### src/rtl/nibble_packer.sv
// nibble_packer: serial-to-parallel packer feeding the nibble-destructuring
// delay pipeline. Nibbles arrive over valid/ready, are packed MSB-first into
// one word of NIBBLES fields, and leave through a one-entry output register.
// An accepted nibble with _i_last set closes the word early; the unused low
// fields are zero.
//
// Optional build macro: NIBBLE_PACKER_WORD_COUNT_EN
//   When defined, adds _o_word_count, a 16-bit wrapping count of completed
//   words, updated on the same edge that loads a word into the output register.
module nibble_packer #(
    parameter int NIBBLES  = 4,
    parameter int NIBBLE_W = 4
) (
    input  logic                          _i_clk,
    input  logic                          _i_rst,
    input  logic [NIBBLE_W-1:0]           _i_nibble,
    input  logic                          _i_valid,
    input  logic                          _i_last,
    output logic                          _o_ready,
    output logic [NIBBLES*NIBBLE_W-1:0]   _o_word,
    output logic                          _o_valid,
    input  logic                          _i_out_ready
`ifdef NIBBLE_PACKER_WORD_COUNT_EN
    ,
    output logic [15:0]                   _o_word_count
`endif
);

    localparam int WORD_W = NIBBLES * NIBBLE_W;
    localparam int ACC_W  = (NIBBLES - 1) * NIBBLE_W;
    localparam int CNT_W  = $clog2(NIBBLES);

    localparam logic [CNT_W-1:0] CNT_ONE  = CNT_W'(1);
    localparam logic [CNT_W-1:0] CNT_LAST = CNT_W'(NIBBLES - 1);

    // Architectural state
    logic [CNT_W-1:0]  r_cnt;
    logic [ACC_W-1:0]  r_acc;
    logic [WORD_W-1:0] r_word;
    logic              r_valid;

    // Combinational helpers
    logic              w_completes_next;
    logic              w_ready;
    logic              w_accept;
    logic              w_consume;
    logic              w_complete;
    logic [WORD_W-1:0] w_word_base;
    logic [WORD_W-1:0] w_word_next;
    logic [ACC_W-1:0]  w_acc_next;

    // Ready: a non-completing accept only touches the accumulator, so it is
    // always safe; a completing accept needs the output register to be free
    // or being drained this cycle. _i_valid deliberately does not feed this.
    always_comb begin
        w_completes_next = (r_cnt == CNT_LAST) | _i_last;
        if (_i_rst) begin
            w_ready = 1'b0;
        end else if (w_completes_next) begin
            w_ready = !(r_valid & !_i_out_ready);
        end else begin
            w_ready = 1'b1;
        end
    end

    assign w_accept   = _i_valid & w_ready;
    assign w_consume  = r_valid & _i_out_ready;
    assign w_complete = w_accept & w_completes_next;

    // Build the next accumulator and the candidate output word by dropping the
    // incoming nibble into field r_cnt (field 0 is the most significant).
    // Fields beyond r_cnt are already zero because acc is cleared per word.
    always_comb begin
        w_word_base = {r_acc, {NIBBLE_W{1'b0}}};
        w_word_next = w_word_base;
        w_acc_next  = r_acc;
        for (int k = 0; k < NIBBLES; k++) begin
            w_word_next[WORD_W-1-k*NIBBLE_W -: NIBBLE_W] =
                (r_cnt == CNT_W'(k)) ? _i_nibble
                                     : w_word_base[WORD_W-1-k*NIBBLE_W -: NIBBLE_W];
        end
        for (int k = 0; k < NIBBLES - 1; k++) begin
            w_acc_next[ACC_W-1-k*NIBBLE_W -: NIBBLE_W] =
                (r_cnt == CNT_W'(k)) ? _i_nibble
                                     : r_acc[ACC_W-1-k*NIBBLE_W -: NIBBLE_W];
        end
    end

    // Fill count, accumulator and output register. A completing accept wins
    // over a same-cycle consume so back-to-back words have no bubble.
    always_ff @(posedge _i_clk) begin
        if (_i_rst) begin
            r_cnt   <= {CNT_W{1'b0}};
            r_acc   <= {ACC_W{1'b0}};
            r_word  <= {WORD_W{1'b0}};
            r_valid <= 1'b0;
        end else if (w_complete) begin
            r_cnt   <= {CNT_W{1'b0}};
            r_acc   <= {ACC_W{1'b0}};
            r_word  <= w_word_next;
            r_valid <= 1'b1;
        end else begin
            if (w_accept) begin
                r_cnt <= r_cnt + CNT_ONE;
                r_acc <= w_acc_next;
            end else begin
                r_cnt <= r_cnt;
                r_acc <= r_acc;
            end
            if (w_consume) begin
                r_valid <= 1'b0;
            end else begin
                r_valid <= r_valid;
            end
            r_word <= r_word;
        end
    end

    assign _o_ready = w_ready;
    assign _o_word  = r_word;
    assign _o_valid = r_valid;

`ifdef NIBBLE_PACKER_WORD_COUNT_EN
    logic [15:0] r_word_count;

    // Completed-word counter, wrapping naturally at 16 bits.
    always_ff @(posedge _i_clk) begin
        if (_i_rst) begin
            r_word_count <= 16'd0;
        end else if (w_complete) begin
            r_word_count <= r_word_count + 16'd1;
        end else begin
            r_word_count <= r_word_count;
        end
    end

    assign _o_word_count = r_word_count;
`endif

endmodule

### config.mk
export PLATFORM = sky130hd
export DESIGN_NAME = nibble_packer
export DESIGN_NICKNAME = d
export VERILOG_FILES = /design/src/rtl/nibble_packer.sv
export SDC_FILE = /design/constraint.sdc
export NUM_CORES = 1
export LEC_CHECK = 0
export ABC_AREA = 1
export BUFFER_PORTS_ARGS = -buffer_cell sky130_fd_sc_hd__buf_4
export CAP_MARGIN = 10
export CORE_MARGIN = 3
export CORE_UTILIZATION = 51
export CTS_BUF_LIST = sky130_fd_sc_hd__clkbuf_8
export CTS_CLUSTER_SIZE = 14
export DETAILED_ROUTE_END_ITERATION = 10
export GPL_ROUTABILITY_DRIVEN = 0
export GPL_TIMING_DRIVEN = 0
export PLACE_DENSITY = 0.77
export SLEW_MARGIN = 20
export SYNTH_ARGS = -nofsm -noshare
export SYNTH_HDL_FRONTEND = slang
export SYNTH_SLANG_ARGS = --single-unit
### constraint.sdc
create_clock -name _i_clk -period 1.3 [get_ports _i_clk]
set_input_delay 0 -clock _i_clk [delete_from_list [all_inputs] [get_ports _i_clk]]
set_output_delay 0 -clock _i_clk [all_outputs]
set_load 0.05 [all_outputs]
==> flow_summary_export.csv, run 1 <==
group,metric,value,unit
status,status,"finished with violations",
status,failed_checks,"setup timing",
pwr,leakagePower,0.948,nW
final_layout,final_util,81.2,%
drt,drtIter0Drc,110,
pwr,p_total,2.14,mW
final_layout,nNetsFinal,262,
final_layout,syn_to_final_growth,45.7,%
worst_setup_path,critPathTopFamily,"simple AND/OR/NAND/NOR gates",
worst_setup_path,r2r-end,"_o_word[2]",
clock_network,clkLatencyLatePin,280,ps
final_layout,antennaDiodeCount,0,
synthesis,synth_cells,199,
timing,slew_headroom,70.3,%
worst_setup_path,arrival,1560,ps
worst_setup_path,crit_chain,"ha_4, inv_4, nand2_4, nand2_4, nand3_4, nor2_2, nand2_1, nand2_1",
final_layout,final_cell_mix,"nand2_1 (61), buf_4 (38), dfxtp_1 (28)",
place,post-dp-hpwl,2510,um
grt,grt_max_degree,11,
timing,setup_ws,-31.6,ps
synthesis,postSynth.topFlopCell,"dfxtp_1",
timing,whs,42.0,ps
worst_setup_path,endpoint_kind,"flop",
synthesis,synth-edff-count,0,
drt,vias,1555,
final_layout,layout_commonest_cell,"nand2_1",
grt,first_global_vias,1315,
drt,drt-pass1-iter-count,4,
synthesis,synthesis.yosys.warnings,0,
timing,rsz0062_at_grt,"true",
grt,antenna_found_initial,0,
clock_network,cts_tree,"built",
clock_network,numCtsBuffers,5,
floorplanning,die_area,3500,um2
pwr,p_per_area,1020,nW/um2
timing,finalSetupViolations,11,
synthesis,ys_seq_area_share,43.0,%
worst_setup_path,slowest_delay,380,ps
place,portBuffers,25,
timing,tightest_slew,446,ps
timing,period_needed,1330,ps
synthesis,synthesis.area,1440,um2
grt,grt_remaining_overflow,0,
floorplanning,coreArea,2590,um2
worst_setup_path,criticalPathCategory,"flop to flop",
clock_network,cts_num_sinks,31,
place,place_ws,-70.9,ps
worst_setup_path,critPathMaxFanout,7,
flow_run,maxCapViolCount,0,
final_layout,fillers,162,
clock_network,clockBufferDepth,2,
synthesis,ys_ff_latch,31,
drt,ant_nets,0,
worst_setup_path,crit_required,1530,ps
clock_network,clk_pin_slew,60,ps
floorplanning,die_height,59.2,um
worst_setup_path,rr_worst_depth,8,
worst_setup_path,crit_buf_inv,1,
clock_network,cts_root_buf,"clkbuf_8",
worst_setup_path,cp_slowest_cell,"dfxtp_4",
timing,skew,3.48,ps
min_path,hold_depth,4,
floorplanning,io_pins,27,
worst_setup_path,cp-startpoint,"r_cnt[0]",
synthesis,synth-async-reset-ratio,0,%
timing,fin_crit_sh,102,%
clock_network,cts_htree_levels,2,
timing,timing.fmax,751,MHz
synthesis,avgSynthCellArea,7.25,um2
min_path,hp-start,"_i_out_ready",
min_path,hold_path.class,"input pin to flop",
drt,wl_per_cell,15.4,um
floorplanning,start_util,55.7,%
floorplanning,die_w,59.2,um
worst_setup_path,reg2reg_slack,-30,ps
drt,wl,4300,um
min_path,whs_endpoint,"_o_valid",
pwr,ir_worst_vdd,0.00115,V
grt,grt_pass1_wl,5750,um
drt,drc,0,
worst_setup_path,r2r-start,"r_cnt[0]",
worst_setup_path,crit_path_start_kind,"flop",
floorplanning,row_count,18,
synthesis,ys_types,22,
grt,track_usage,21.9,%
synthesis,syn_nets,212,
timing,finalHoldViolations,0,
final_layout,drive_gt1_share,43.0,%
drt,via_per_inst,5.57,
timing,slew_viol_final,0,
cell usage after synthesis, types with 3 or more instances:
cell type / n / area, um2
nand2_1: 80 / 300
dfxtp_1: 31 / 621
a21oi_1: 15 / 75.1
inv_1: 14 / 52.6
nand4_1: 14 / 87.6
nand3_1: 13 / 65.1
buf_2: 5 / 25.0
ha_1: 4 / 50.1
nor2_1: 4 / 15.0
nand2_2: 3 / 18.8
o21ai_0: 3 / 15.0
worst reg2reg max path, stage by stage, from the launching register on:
cell and delay, ps:
dfxtp_4 380, ha_4 170, inv_4 60, nand2_4 70, nand2_4 100, nand3_4 130
nor2_2 210, nand2_1 110, nand2_1 60
worst max path at each step:
stage | end | slack [ps] | depth (start not counted)
6_report | _o_word[2] | -30 | 8
5_1_grt | _o_word[2] | -120 | 8
2_1_floorplan | r_acc[10] | 70 | 7
4_1_cts | r_acc[1] | 7 | 8
3_5_place_dp | r_acc[1] | -70 | 7
3_3_place_gp | r_acc[7] | -30 | 7
timing repair:
| action | CTS | global route |
|---|---|---|
| pin swaps | 2 | 18 |
| cloned | 1 | 1 |
| hold buffers | 5 | 0 |
| buffers inserted | 3 | 8 |
| setup endpoints to repair | 29 | 29 |
| resized for setup | 11 | 54 |
| hold endpoints to repair | 5 | 0 |
cells by family after synthesis:
logic type	after synthesis	share of synthesized area (%)
AOI/OAI and AO/OA	18	6.24
and+or+nand+nor	119	38.4
DFF	31	43.0
buffers and inverters	27	8.85
adders and majority gates	4	3.47
layer usage:
metal	global-route usage, %	share of wire, %	vias to the layer above
met3	5.01	6.3	0
met5	0	0	-
met2	34.0	52	67
met4	11.7	0	0
li1	-	-	739
met1	28.0	42	749
flip-flops by register name (all words and copies together) (netlist names):
register and flops:
_o_word 16, r_acc 12, r_cnt 2, _o_valid 1
metrics by stage:
step	cells	TNS, ps	area [um2]
after floorplan	199	0	1450
after global placement	254	-280	1670
final	279	-167	2100
after detailed placement	254	-734	1670
after CTS	270	0	1860
after global routing	279	-1600	2100
area by class of cell:
class | instances | area (um2) | area share, %
clock buffer | 6 | 82.6 | 3.93
tap | 30 | 37.5 | 1.79
sequential | 31 | 629 | 29.9
inverter | 17 | 78.8 | 3.75
clock inverter | 1 | 5.00 | 0.238
multi-input combinational | 141 | 853 | 40.6
timing repair buffer | 43 | 343 | 16.3
buffer | 10 | 72.6 | 3.45
power breakdown:
part	switching, mW	leakage, nW	total (mW)	internal, mW
clock	0.338	0.0470	0.752	0.414
sequential	0.0230	0.253	0.999	0.976
combinational	0.245	0.648	0.393	0.148
No activity file was read; power rests on OpenSTA's default activity.
==> run 2: changes to the inputs <==
- ABC_AREA: 1 -> default
- CORE_UTILIZATION: 51 -> 50
- PLACE_DENSITY: 0.77 -> 0.76
==> run 2 against run 1 <==
The run still ends with setup timing left. Worst hold slack lost 36 ps. Maximum frequency shrank 4.6%. Sequential cell count is the same. Final cell count shrank 32%. Clock-buffer cell count grew 1. Total power grew 0.59%. Critical endpoint is now _o_word[10].
==> flow_summary_export.csv, run 2 <==
group,metric,value,unit
timing,finalHoldViolations,0,
grt,grt_max_degree,11,
synthesis,synthesis.area,1370,um2
grt,grt_most_used_layer,"met2",
timing,timing.fmax,716,MHz
clock_network,cts_num_sinks,31,
worst_setup_path,crit_path_start_kind,"flop",
grt,first_global_vias,1022,
floorplanning,die_height,58.3,um
timing,skew,1.78,ps
drt,drtIter0Drc,31,
synthesis,yosysTopAreaCellShare,45.4,%
synthesis,synth-edff-count,0,
worst_setup_path,slowest_delay,360,ps
place,portBuffers,25,
drt,drt-pass1-iter-count,4,
worst_setup_path,endpoint_kind,"flop",
timing,fin_crit_sh,107,%
final_layout,drive_gt1_share,49.7,%
place,place_ws,-228,ps
floorplanning,io_pins,27,
synthesis,syn_nets,133,
worst_setup_path,critPathMaxFanout,5,
timing,rsz0062_at_grt,"true",
pwr,leakagePower,0.872,nW
final_layout,fillers,183,
floorplanning,row_count,18,
worst_setup_path,crit_buf_inv,2,
synthesis,synthesis.yosys.warnings,0,
synthesis,synth_common_cells,"dfxtp_1 (31), mux2i_1 (25), nor2_1 (16)",
synthesis,synth_mux_area_share,18.3,%
pwr,p_per_area,1120,nW/um2
floorplanning,start_util,53.7,%
drt,wl,3230,um
final_layout,nNetsFinal,173,
worst_setup_path,crit_chain,"buf_4, inv_1, ha_2, mux2i_1, a211oi_2",
grt,grt_remaining_overflow,0,
timing,tightest_slew,334,ps
final_layout,antennaDiodeCount,0,
synthesis,yosys.area_share.simple,11.0,%
clock_network,clk_pin_slew,60,ps
timing,period_needed,1400,ps
pwr,ir_worst_vdd,0.00110,V
synthesis,synth_xor_area_share,0.641,%
timing,finalSetupViolations,31,
synthesis,ys_types,24,
grt,track_usage,20.1,%
clock_network,cts_tree,"built",
final_layout,syn_to_final_growth,41.3,%
drt,ant_nets,0,
place,post-dp-hpwl,1980,um
drt,via_per_inst,5.54,
final_layout,final_util,75.9,%
grt,grt_use_met2,31.7,%
worst_setup_path,crit_required,1460,ps
worst_setup_path,criticalPathCategory,"flop to flop",
synthesis,synth_top_area_cell,"dfxtp_1",
floorplanning,die_area,3400,um2
drt,wl_per_cell,16.9,um
synthesis,synth-async-reset-ratio,0,%
synthesis,synth_compound_area_share,15.8,%
synthesis,yosysMostFrequentCell,"dfxtp_1",
synthesis,synth_area_leaders,"dfxtp_1 (45%), mux2i_1 (18%), o2bb2ai_1 (5.8%), nor2_1 (4.4%), ha_1 (3.7%)",
final_layout,layout_commonest_cell,"buf_4",
synthesis,postSynth.topFlopCell,"dfxtp_1",
worst_setup_path,critPathTopFamily,"flip-flops",
synthesis,synthAdderAreaFrac,3.66,%
timing,setup_ws,-96.3,ps
grt,antenna_found_initial,0,
timing,slew_viol_final,0,
worst_setup_path,arrival,1560,ps
clock_network,clockBufferDepth,2,
min_path,hold_path.class,"input pin to flop",
final_layout,final_cell_mix,"buf_4 (30), dfxtp_1 (28), mux2i_1 (25)",
clock_network,numCtsBuffers,5,
status,status,"finished with violations",
worst_setup_path,cp_slowest_cell,"dfxtp_4",
final_layout,largest_reg_flops,16,
floorplanning,die_w,58.3,um
timing,slew_headroom,77.7,%
synthesis,synth_top_family_by_area,"multiplexers",
grt,grt_use_met1,23.2,%
grt,met3_usage,5.79,%
synthesis,synth_cells,120,
floorplanning,coreArea,2540,um2
clock_network,cts_root_buf,"clkbuf_8",
clock_network,cts_htree_levels,2,
status,failed_checks,"setup timing",
clock_network,clkLatencyLatePin,280,ps
synthesis,ys_ff_latch,31,
flow_run,maxCapViolCount,0,
synthesis,ys_seq_area_share,45.4,%
drt,vias,1059,
drt,drc,0,
synthesis,avgSynthCellArea,11.4,um2
grt,grt_pass1_wl,4860,um
==> run 2: layout make-up <==
cell class	instances	area [um2]	area share (%)
buffer	4	48.8	2.53
clock buffer	7	96.3	4.99
clock inverter	1	3.75	0.194
inverter	2	7.51	0.389
multi-input combinational	79	788	40.8
sequential	31	632	32.7
tap	30	37.5	1.94
timing repair buffer	37	317	16.4
==> run 2: through the flow <==
| stage | cells | instance area [um2] | hold WS (ps) | total power [mW] | setup TNS, ps |
|---|---|---|---|---|---|
| finish | 191 | 1930 | 6.10 | 2.16 | -1920 |
| global placement | 175 | 1600 | 222 | 1.28 | -2320 |
| detailed placement | 175 | 1600 | 222 | 1.28 | -3390 |
| floorplan | 120 | 1380 | 133 | 1.20 | 0 |
| CTS | 185 | 1800 | 0.628 | 2.14 | -1720 |
| global route | 191 | 1930 | 16.9 | 2.23 | -3930 |
==> run 2: power breakdown <==
group	internal (mW)	switching (mW)	total (mW)
clock network	0.474	0.342	0.816
registers	0.970	0.0159	0.986
logic	0.153	0.201	0.353
total	1.60	0.559	2.16
==> run 2: final timing paths <==
check / start / end / slack [ps] / cells after the start
setup / recovery: r_cnt[1] / _o_word[10] / -100 / 5
hold / removal: _i_nibble[3] / _o_word[3] / 6 / 2
setup reg to reg: r_cnt[1] / _o_word[10] / -100 / 5
hold reg to reg: _o_word[12] / _o_word[12] / 460 / 1
==> run 2: kinds of logic (layout without fill, tap and decap cells) <==
group | Yosys count | count (layout)
buffers and inverters | 10 | 51
muxes | 25 | 25
and+or+nand+nor | 26 | 26
xor gates and xnor gates | 1 | 1
adders and majority gates | 4 | 4
DFF | 31 | 31
AOI/OAI and AO/OA | 23 | 23
==> run 2: repair_timing <==
item	in CTS	in global routing
hold buffers	1	0
setup endpoints to repair	31	31
gates resized for setup	16	16
cloned	1	1
hold endpoints to repair	4	0
buffers inserted	4	5
pin swaps	6	13
==> run 2: layer usage <==
layer,share of wire (%),up-vias
met3,4.5,7
met5,0,-
li1,-,512
met2,50,24
met4,2.0,0
met1,43,516
